--- src/rtl/sha256_block_sequencer.sv ---
// SHA-256 block sequencer: takes the message as a byte stream, fills the
// 64-byte block buffer, appends the 0x80 / zero / bit-length padding, and runs
// the compression core for ROUNDS cycles per block.
//
// Ports
//   clk, rst          clock, asynchronous active-low reset
//   msg_valid/last    host byte valid / final-byte qualifier
//   msg_byte          host data byte
//   msg_ready         byte accepted when msg_valid & msg_ready
//   buf_we/addr/wdata block buffer write port
//   word_idx          W[0..15] selected from the buffer
//   w_sel_msg         1 = core takes W from buffer, 0 = expanded schedule
//   core_start        one-cycle pulse, load working vars from H
//   hash_init         with core_start: load H from IV (first block)
//   round_cnt         current round index
//   core_en           core performs one round this cycle
//   digest_valid      one-cycle pulse, final H is the digest
//   busy              high in every state except IDLE
//   overflow_err      sticky, message longer than the byte counter allows
//
// All outputs are registered and line up with the state register; block
// buffer writes therefore appear one cycle after the byte is accepted.
module sha256_block_sequencer #(
   parameter int unsigned LEN_W  = 64,
   parameter int unsigned ROUNDS = 64
) (
   input  logic       clk,
   input  logic       rst,
   input  logic       msg_valid,
   input  logic       msg_last,
   input  logic [7:0] msg_byte,
   output logic       msg_ready,
   output logic       buf_we,
   output logic [5:0] buf_addr,
   output logic [7:0] buf_wdata,
   output logic [3:0] word_idx,
   output logic       w_sel_msg,
   output logic       core_start,
   output logic       hash_init,
   output logic [5:0] round_cnt,
   output logic       core_en,
   output logic       digest_valid,
   output logic       busy,
   output logic       overflow_err
);

   localparam int unsigned CNT_W = LEN_W - 3;
   localparam logic [CNT_W-1:0] CNT_MAX = '1;
   localparam logic [5:0] LAST_ROUND = 6'(ROUNDS - 1);

   typedef enum logic [2:0] {
      S_IDLE, S_LOAD, S_PAD80, S_PADZ, S_LEN, S_START, S_ROUND, S_FIN
   } state_e;

   state_e           state_q, state_d;
   logic [5:0]       ptr_q, ptr_d;
   logic [CNT_W-1:0] count_q, count_d;
   logic             pend_q, pend_d;     // 0x80 still owed after a full last block
   logic             first_q, first_d;
   logic             extra_q, extra_d;   // padding spills into an extra block
   logic             lastblk_q, lastblk_d;
   logic             ovf_q, ovf_d;
   logic [5:0]       round_q, round_d;

   logic       msg_ready_q, buf_we_q, w_sel_msg_q, core_start_q, hash_init_q;
   logic       core_en_q, digest_valid_q, busy_q;
   logic [5:0] buf_addr_q;
   logic [7:0] buf_wdata_q;
   logic [3:0] word_idx_q;

   logic       we_d;
   logic [7:0] wdata_d;
   logic       accept;
   logic [63:0] len_bits;
   logic [5:0]  len_shift;
   logic [7:0]  len_byte;

   assign accept    = msg_valid & msg_ready_q;
   // Big-endian bit length: address 56 carries the most significant byte.
   assign len_bits  = 64'({count_q, 3'b000});
   assign len_shift = {3'd7 - ptr_q[2:0], 3'b000};
   assign len_byte  = 8'(len_bits >> len_shift);

   // State and counter registers
   always_ff @(posedge clk or negedge rst) begin
      if (!rst) begin
         state_q   <= S_IDLE;
         ptr_q     <= '0;
         count_q   <= '0;
         pend_q    <= 1'b0;
         first_q   <= 1'b1;
         extra_q   <= 1'b0;
         lastblk_q <= 1'b0;
         ovf_q     <= 1'b0;
         round_q   <= '0;
      end else begin
         state_q   <= state_d;
         ptr_q     <= ptr_d;
         count_q   <= count_d;
         pend_q    <= pend_d;
         first_q   <= first_d;
         extra_q   <= extra_d;
         lastblk_q <= lastblk_d;
         ovf_q     <= ovf_d;
         round_q   <= round_d;
      end
   end

   // Next-state, counters and buffer write request
   always_comb begin
      state_d   = state_q;
      ptr_d     = ptr_q;
      count_d   = count_q;
      pend_d    = pend_q;
      first_d   = first_q;
      extra_d   = extra_q;
      lastblk_d = lastblk_q;
      ovf_d     = ovf_q;
      round_d   = round_q;
      we_d      = 1'b0;
      wdata_d   = 8'h00;

      case (state_q)
         S_IDLE, S_LOAD: begin
            if (accept) begin
               if (count_q == CNT_MAX) begin
                  // Byte would wrap the length: drop it, pad with saturated count.
                  ovf_d = 1'b1;
                  if (msg_last) state_d = S_PAD80;
               end else begin
                  we_d    = 1'b1;
                  wdata_d = msg_byte;
                  ptr_d   = ptr_q + 6'd1;
                  count_d = count_q + CNT_W'(1);
                  if (ptr_q == 6'd63) begin
                     state_d = S_START;
                     if (msg_last) pend_d = 1'b1;
                  end else if (msg_last) begin
                     state_d = S_PAD80;
                  end else begin
                     state_d = S_LOAD;
                  end
               end
            end
         end
         S_PAD80: begin
            we_d    = 1'b1;
            wdata_d = 8'h80;
            ptr_d   = ptr_q + 6'd1;
            if (ptr_q <= 6'd54) begin
               state_d = S_PADZ;
            end else if (ptr_q == 6'd55) begin
               state_d = S_LEN;
            end else begin
               // No room for the length: close this block with zeros first.
               extra_d = 1'b1;
               state_d = (ptr_q == 6'd63) ? S_START : S_PADZ;
            end
         end
         S_PADZ: begin
            we_d  = 1'b1;
            ptr_d = ptr_q + 6'd1;
            if (extra_q && ptr_q == 6'd63)       state_d = S_START;
            else if (!extra_q && ptr_q == 6'd55) state_d = S_LEN;
         end
         S_LEN: begin
            we_d    = 1'b1;
            wdata_d = len_byte;
            ptr_d   = ptr_q + 6'd1;
            if (ptr_q == 6'd63) begin
               lastblk_d = 1'b1;
               state_d   = S_START;
            end
         end
         S_START: begin
            first_d = 1'b0;
            round_d = '0;
            state_d = S_ROUND;
         end
         S_ROUND: begin
            round_d = round_q + 6'd1;
            if (round_q == LAST_ROUND) begin
               round_d = '0;
               ptr_d   = '0;
               if (lastblk_q) begin
                  state_d = S_FIN;
               end else if (pend_q) begin
                  pend_d  = 1'b0;
                  state_d = S_PAD80;
               end else if (extra_q) begin
                  extra_d = 1'b0;
                  state_d = S_PADZ;
               end else begin
                  state_d = S_LOAD;
               end
            end
         end
         S_FIN: begin
            state_d   = S_IDLE;
            ptr_d     = '0;
            count_d   = '0;
            pend_d    = 1'b0;
            first_d   = 1'b1;
            extra_d   = 1'b0;
            lastblk_d = 1'b0;
            round_d   = '0;
         end
         default: state_d = S_IDLE;
      endcase
   end

   // Registered outputs, decoded from the next state so they align with state_q
   always_ff @(posedge clk or negedge rst) begin
      if (!rst) begin
         msg_ready_q    <= 1'b0;
         buf_we_q       <= 1'b0;
         buf_addr_q     <= '0;
         buf_wdata_q    <= '0;
         word_idx_q     <= '0;
         w_sel_msg_q    <= 1'b0;
         core_start_q   <= 1'b0;
         hash_init_q    <= 1'b0;
         core_en_q      <= 1'b0;
         digest_valid_q <= 1'b0;
         busy_q         <= 1'b0;
      end else begin
         msg_ready_q    <= (state_d == S_IDLE) || (state_d == S_LOAD);
         buf_we_q       <= we_d;
         buf_addr_q     <= we_d ? ptr_q : 6'd0;
         buf_wdata_q    <= wdata_d;
         word_idx_q     <= (state_d == S_ROUND) ? round_d[3:0] : 4'd0;
         w_sel_msg_q    <= (state_d == S_ROUND) && (round_d < 6'd16);
         core_start_q   <= (state_d == S_START);
         hash_init_q    <= (state_d == S_START) && first_q;
         core_en_q      <= (state_d == S_ROUND);
         digest_valid_q <= (state_d == S_FIN);
         busy_q         <= (state_d != S_IDLE);
      end
   end

   assign msg_ready    = msg_ready_q;
   assign buf_we       = buf_we_q;
   assign buf_addr     = buf_addr_q;
   assign buf_wdata    = buf_wdata_q;
   assign word_idx     = word_idx_q;
   assign w_sel_msg    = w_sel_msg_q;
   assign core_start   = core_start_q;
   assign hash_init    = hash_init_q;
   assign round_cnt    = round_q;
   assign core_en      = core_en_q;
   assign digest_valid = digest_valid_q;
   assign busy         = busy_q;
   assign overflow_err = ovf_q;

endmodule

--- config.mk ---
export PLATFORM = sky130hd
export DESIGN_NAME = sha256_block_sequencer
export DESIGN_NICKNAME = d
export VERILOG_FILES = /design/src/rtl/sha256_block_sequencer.sv
export SDC_FILE = /design/constraint.sdc
export NUM_CORES = 1
export LEC_CHECK = 0
export CAP_MARGIN = 0
export CELL_PAD_IN_SITES_DETAIL_PLACEMENT = 0
export CELL_PAD_IN_SITES_GLOBAL_PLACEMENT = 1
export CORE_UTILIZATION = 35
export DETAILED_ROUTE_END_ITERATION = 7
export GPL_TIMING_DRIVEN = 0
export PLACE_DENSITY_LB_ADDON = 0.12
export SYNTH_ARGS = -nofsm -noshare
export SYNTH_HDL_FRONTEND = slang
export SYNTH_SLANG_ARGS = --single-unit
--- constraint.sdc ---
create_clock -name clk -period 7 [get_ports clk]
set_input_delay 1.4 -clock clk [delete_from_list [all_inputs] [get_ports clk]]
set_output_delay 1.4 -clock clk [all_outputs]
set_load 0.05 [all_outputs]
==> summary.txt <==
Status
  • Outcome: finished, final reports clean

Power and ir drop
  • VDD IR-drop max: 0.1146 mV
  • Internal: 0.9126 mW
  • Reg power frac: 53.0%
  • P_sw: 0.2535 mW
  • Power per Cell Area: 166.4 nW/um2
  • Static Leakage: 2.788 nW
  • Clock network fraction of design power: 45.3%
  • Share of total power in combinational logic: 1.8%
  • Switch share: 21.74%

Global routing
  • Met1 Use GR: 28.67%
  • Vias in the first global route: 4973
  • Met3 global-route usage: 2.759%
  • Antenna violations before repair: 0
  • Grt ovf: 0
  • Total GRT Usage: 21.08%
  • Busiest layer in global routing: met2
  • Largest net degree at the start of global routing: 58
  • Global-route wire length before repair: 28320 um
  • Met2 GRT Util: 33.51%

Yosys
  • Syn_nets: 638
  • Area of the mapped netlist: 5971 um2
  • Post-synth top flop: dfrtp_1
  • Synth Area per Inst: 9.584 um2
  • Synth Register Bits: 107
  • Cell count after synthesis: 623
  • Yosys warns: 0
  • Post-synth EDFFs: 0
  • Seq/Total Area, Yosys: 44.87%
  • Count of different cell masters after synthesis: 70
  • Synth async-reset ratio: 100.0%

Die
  • Chip height: 132.6 um
  • Die area: 17590 um2
  • Area of the core: 16640 um2
  • Initial core utilization: 35.88%
  • Standard-cell row count: 47
  • # IOs: 45
  • Overall die width: 132.6 um

Route
  • Drt initial violations: 354
  • Router iterations before antenna repair: 5
  • Final wirelength: 17570 um
  • DR vias: 5170
  • Vias/cell: 5.719
  • Routed wire per std cell: 19.43 um
  • DRC: 0
  • Post-DRT Antenna Nets: 0

Placement
  • Post-DP HPWL: 12820 um
  • Routability congestion estimate: 0.8690
  • Port Buffer Count: 44

STA
  • Fmax: 277.0 MHz
  • Setup_tns: 0 ps
  • Rel. slew slack: 44.94%
  • Slew Viols, Final: 0
  • Worst hold slack: 462.2 ps
  • RSZ-0062 raised after global routing: false
  • Final setup viols: 0
  • Final hold vios: 0
  • Tmin final: 3610 ps
  • Tcrit/Tclk final: 51.57%
  • Slew @ Worst Pin: 825.9 ps
  • Final Skew: 13.70 ps

CTS
  • H-Tree Depth: 3
  • Skew-Pair Late Insertion Delay: 360 ps
  • Sink Count: 107
  • Post-CTS Hold Fix Bufs: 0
  • Post-cts resize count: 0
  • CTS tree: built
  • Maximum clock path buffer count: 2
  • Reg clk slew, reported paths: 70 ps
  • Root Driver: clkbuf_16
  • Num CTS Buffers: 9
  • Post-CTS setup buffers: 0

Critical path
  • R2R Path End: count_q[17]
  • R2R Setup Slk: 3640 ps
  • Worst Path Required: 7280 ps
  • Crit Path Category: in2reg
  • Crit. End Element: flop
  • Worst setup SP type: primary input
  • Worst R2R Path Depth: 11
  • CP Launch Point: msg_valid
  • WP data arrival: 3890 ps
  • Worst Path Max Fanout: 10
  • RR Startpoint: count_q[0]

Min path
  • Hold Path Class: reg2reg
  • Worst Hold Launch: first_q
  • End of the worst hold path: first_q
  • Hold path depth: 2

Cells and area
  • Layout cells sized above 1: 7.749%
  • Most frequent cells in the layout: dfrtp_1 (106), nand2_1 (62), nor2_1 (57)
  • Synthesis-to-layout area growth: 17.39%
  • Commonest non-fill, non-tap cell in the layout: dfrtp_1
  • Nets: 694
  • Antenna Cells: 0

Run
  • Max_cap viols: 0
## flip-flops by register name (all words and copies together) (netlist names)
register and cells:
count_q 61, first_q 1, state_q 3, overflow_err 1
msg_ready 1, buf_wdata 8, core_start 1, round_cnt 6
lastblk_q 1, digest_valid 1, word_idx 4, ptr_q 6
busy 1, pend_q 1, buf_addr 6, hash_init 1
buf_we 1, extra_q 1, w_sel_msg 1, core_en 1
## power by group through the flow
stage / clock (mW) / combinational, mW / sequential [mW]
5_1_grt: 0.562 / 0.0239 / 0.617
3_5_place_dp: 0 / 0.0219 / 0.630
2_1_floorplan: 0 / 0.0000645 / 0.630
6_report: 0.528 / 0.0206 / 0.618
3_3_place_gp: 0 / 0.0197 / 0.630
4_1_cts: 0.542 / 0.0222 / 0.618
## final cells by class
cell class	instances	area, um2
clock buffer	12	246.5
tap	220	275.3
timing repair buffer	45	465.4
buffer	36	160.2
inverter	13	48.80
multi-input combinational	467	3083
fill	1652	9633
sequential	107	2679
clock inverter	4	51.30
## worst max-delay path, stage by stage
cell	delay, ps
clkdlybuf4s50_1	520
nand3_1	160
a21oi_1	430
clkbuf_1	500
clkbuf_1	550
nand3_1	160
a21oi_1	170
## metrics by stage
step | utilization [%] | power, mW | area, um2 | setup slack, ps | cells
4_1_cts | 42.12 | 1.182 | 7009 | 3464 | 904
3_3_place_gp | 40.18 | 0.6498 | 6686 | 283.9 | 887
6_report | 42.12 | 1.166 | 7009 | 3390 | 904
3_5_place_dp | 40.33 | 0.6517 | 6711 | 3100 | 888
2_1_floorplan | - | 0.6301 | 5971 | 4165 | 623
5_1_grt | 42.12 | 1.203 | 7009 | 3266 | 904
## worst max-delay path by stage
stage | end | slack, ps | depth (start not counted)
after floorplan | count_q[49] | 4170 | 7
after global placement | count_q[8] | 280 | 1
after detailed placement | count_q[5] | 3100 | 7
after CTS | count_q[5] | 3460 | 7
after global routing | count_q[5] | 3270 | 7
final | count_q[5] | 3390 | 7
## synth_stat cells, types with 3 or more instances
cell type,count,area [um2]
a211oi_1,3,22.52
mux2i_1,14,140.1
nor2b_1,4,25.02
nand3_1,37,185.2
a2111oi_0,3,26.28
ha_1,3,37.54
or4_1,9,67.56
o21ai_0,24,120.1
nor2_1,57,214.0
xor2_1,12,105.1
o211ai_1,9,67.56
and3_1,12,75.07
nor3b_1,4,30.03
xnor2_1,28,245.2
nor4_1,14,87.58
a31oi_1,4,25.02
dfrtp_1,106,2653
inv_1,12,45.04
nand4_1,12,75.07
and2_1,12,75.07
and4_1,11,96.34
o21a_1,3,22.52
o2111ai_1,3,26.28
clkbuf_1,26,97.59
nand2b_1,12,75.07
a21oi_1,25,125.1
nand2_1,62,232.7
or3_1,10,62.56
a21o_1,3,22.52
buf_2,4,20.02
mux4_2,12,270.3
or2_2,3,18.77
nor3_1,14,70.07
o31ai_1,9,67.56
## cells by family after synthesis
kind of cell,Yosys count,synth area share (%)
AOI/OAI and AO/OA,109,12.13
DFF,107,44.87
buffers and inverters,49,3.499
xor gates and xnor gates,40,5.868
muxes,28,7.502
and+or+nand+nor,287,25.50
adders and majority gates,3,0.6287
## metal layers
layer  vias to the layer above  routed length, um
met3                        35                823
met5                         -                  0
li1                       2394                  -
met2                       182               8265
met4                         0                529
met1                      2559               7947
Note: power is estimated with default switching activity, not from simulation.
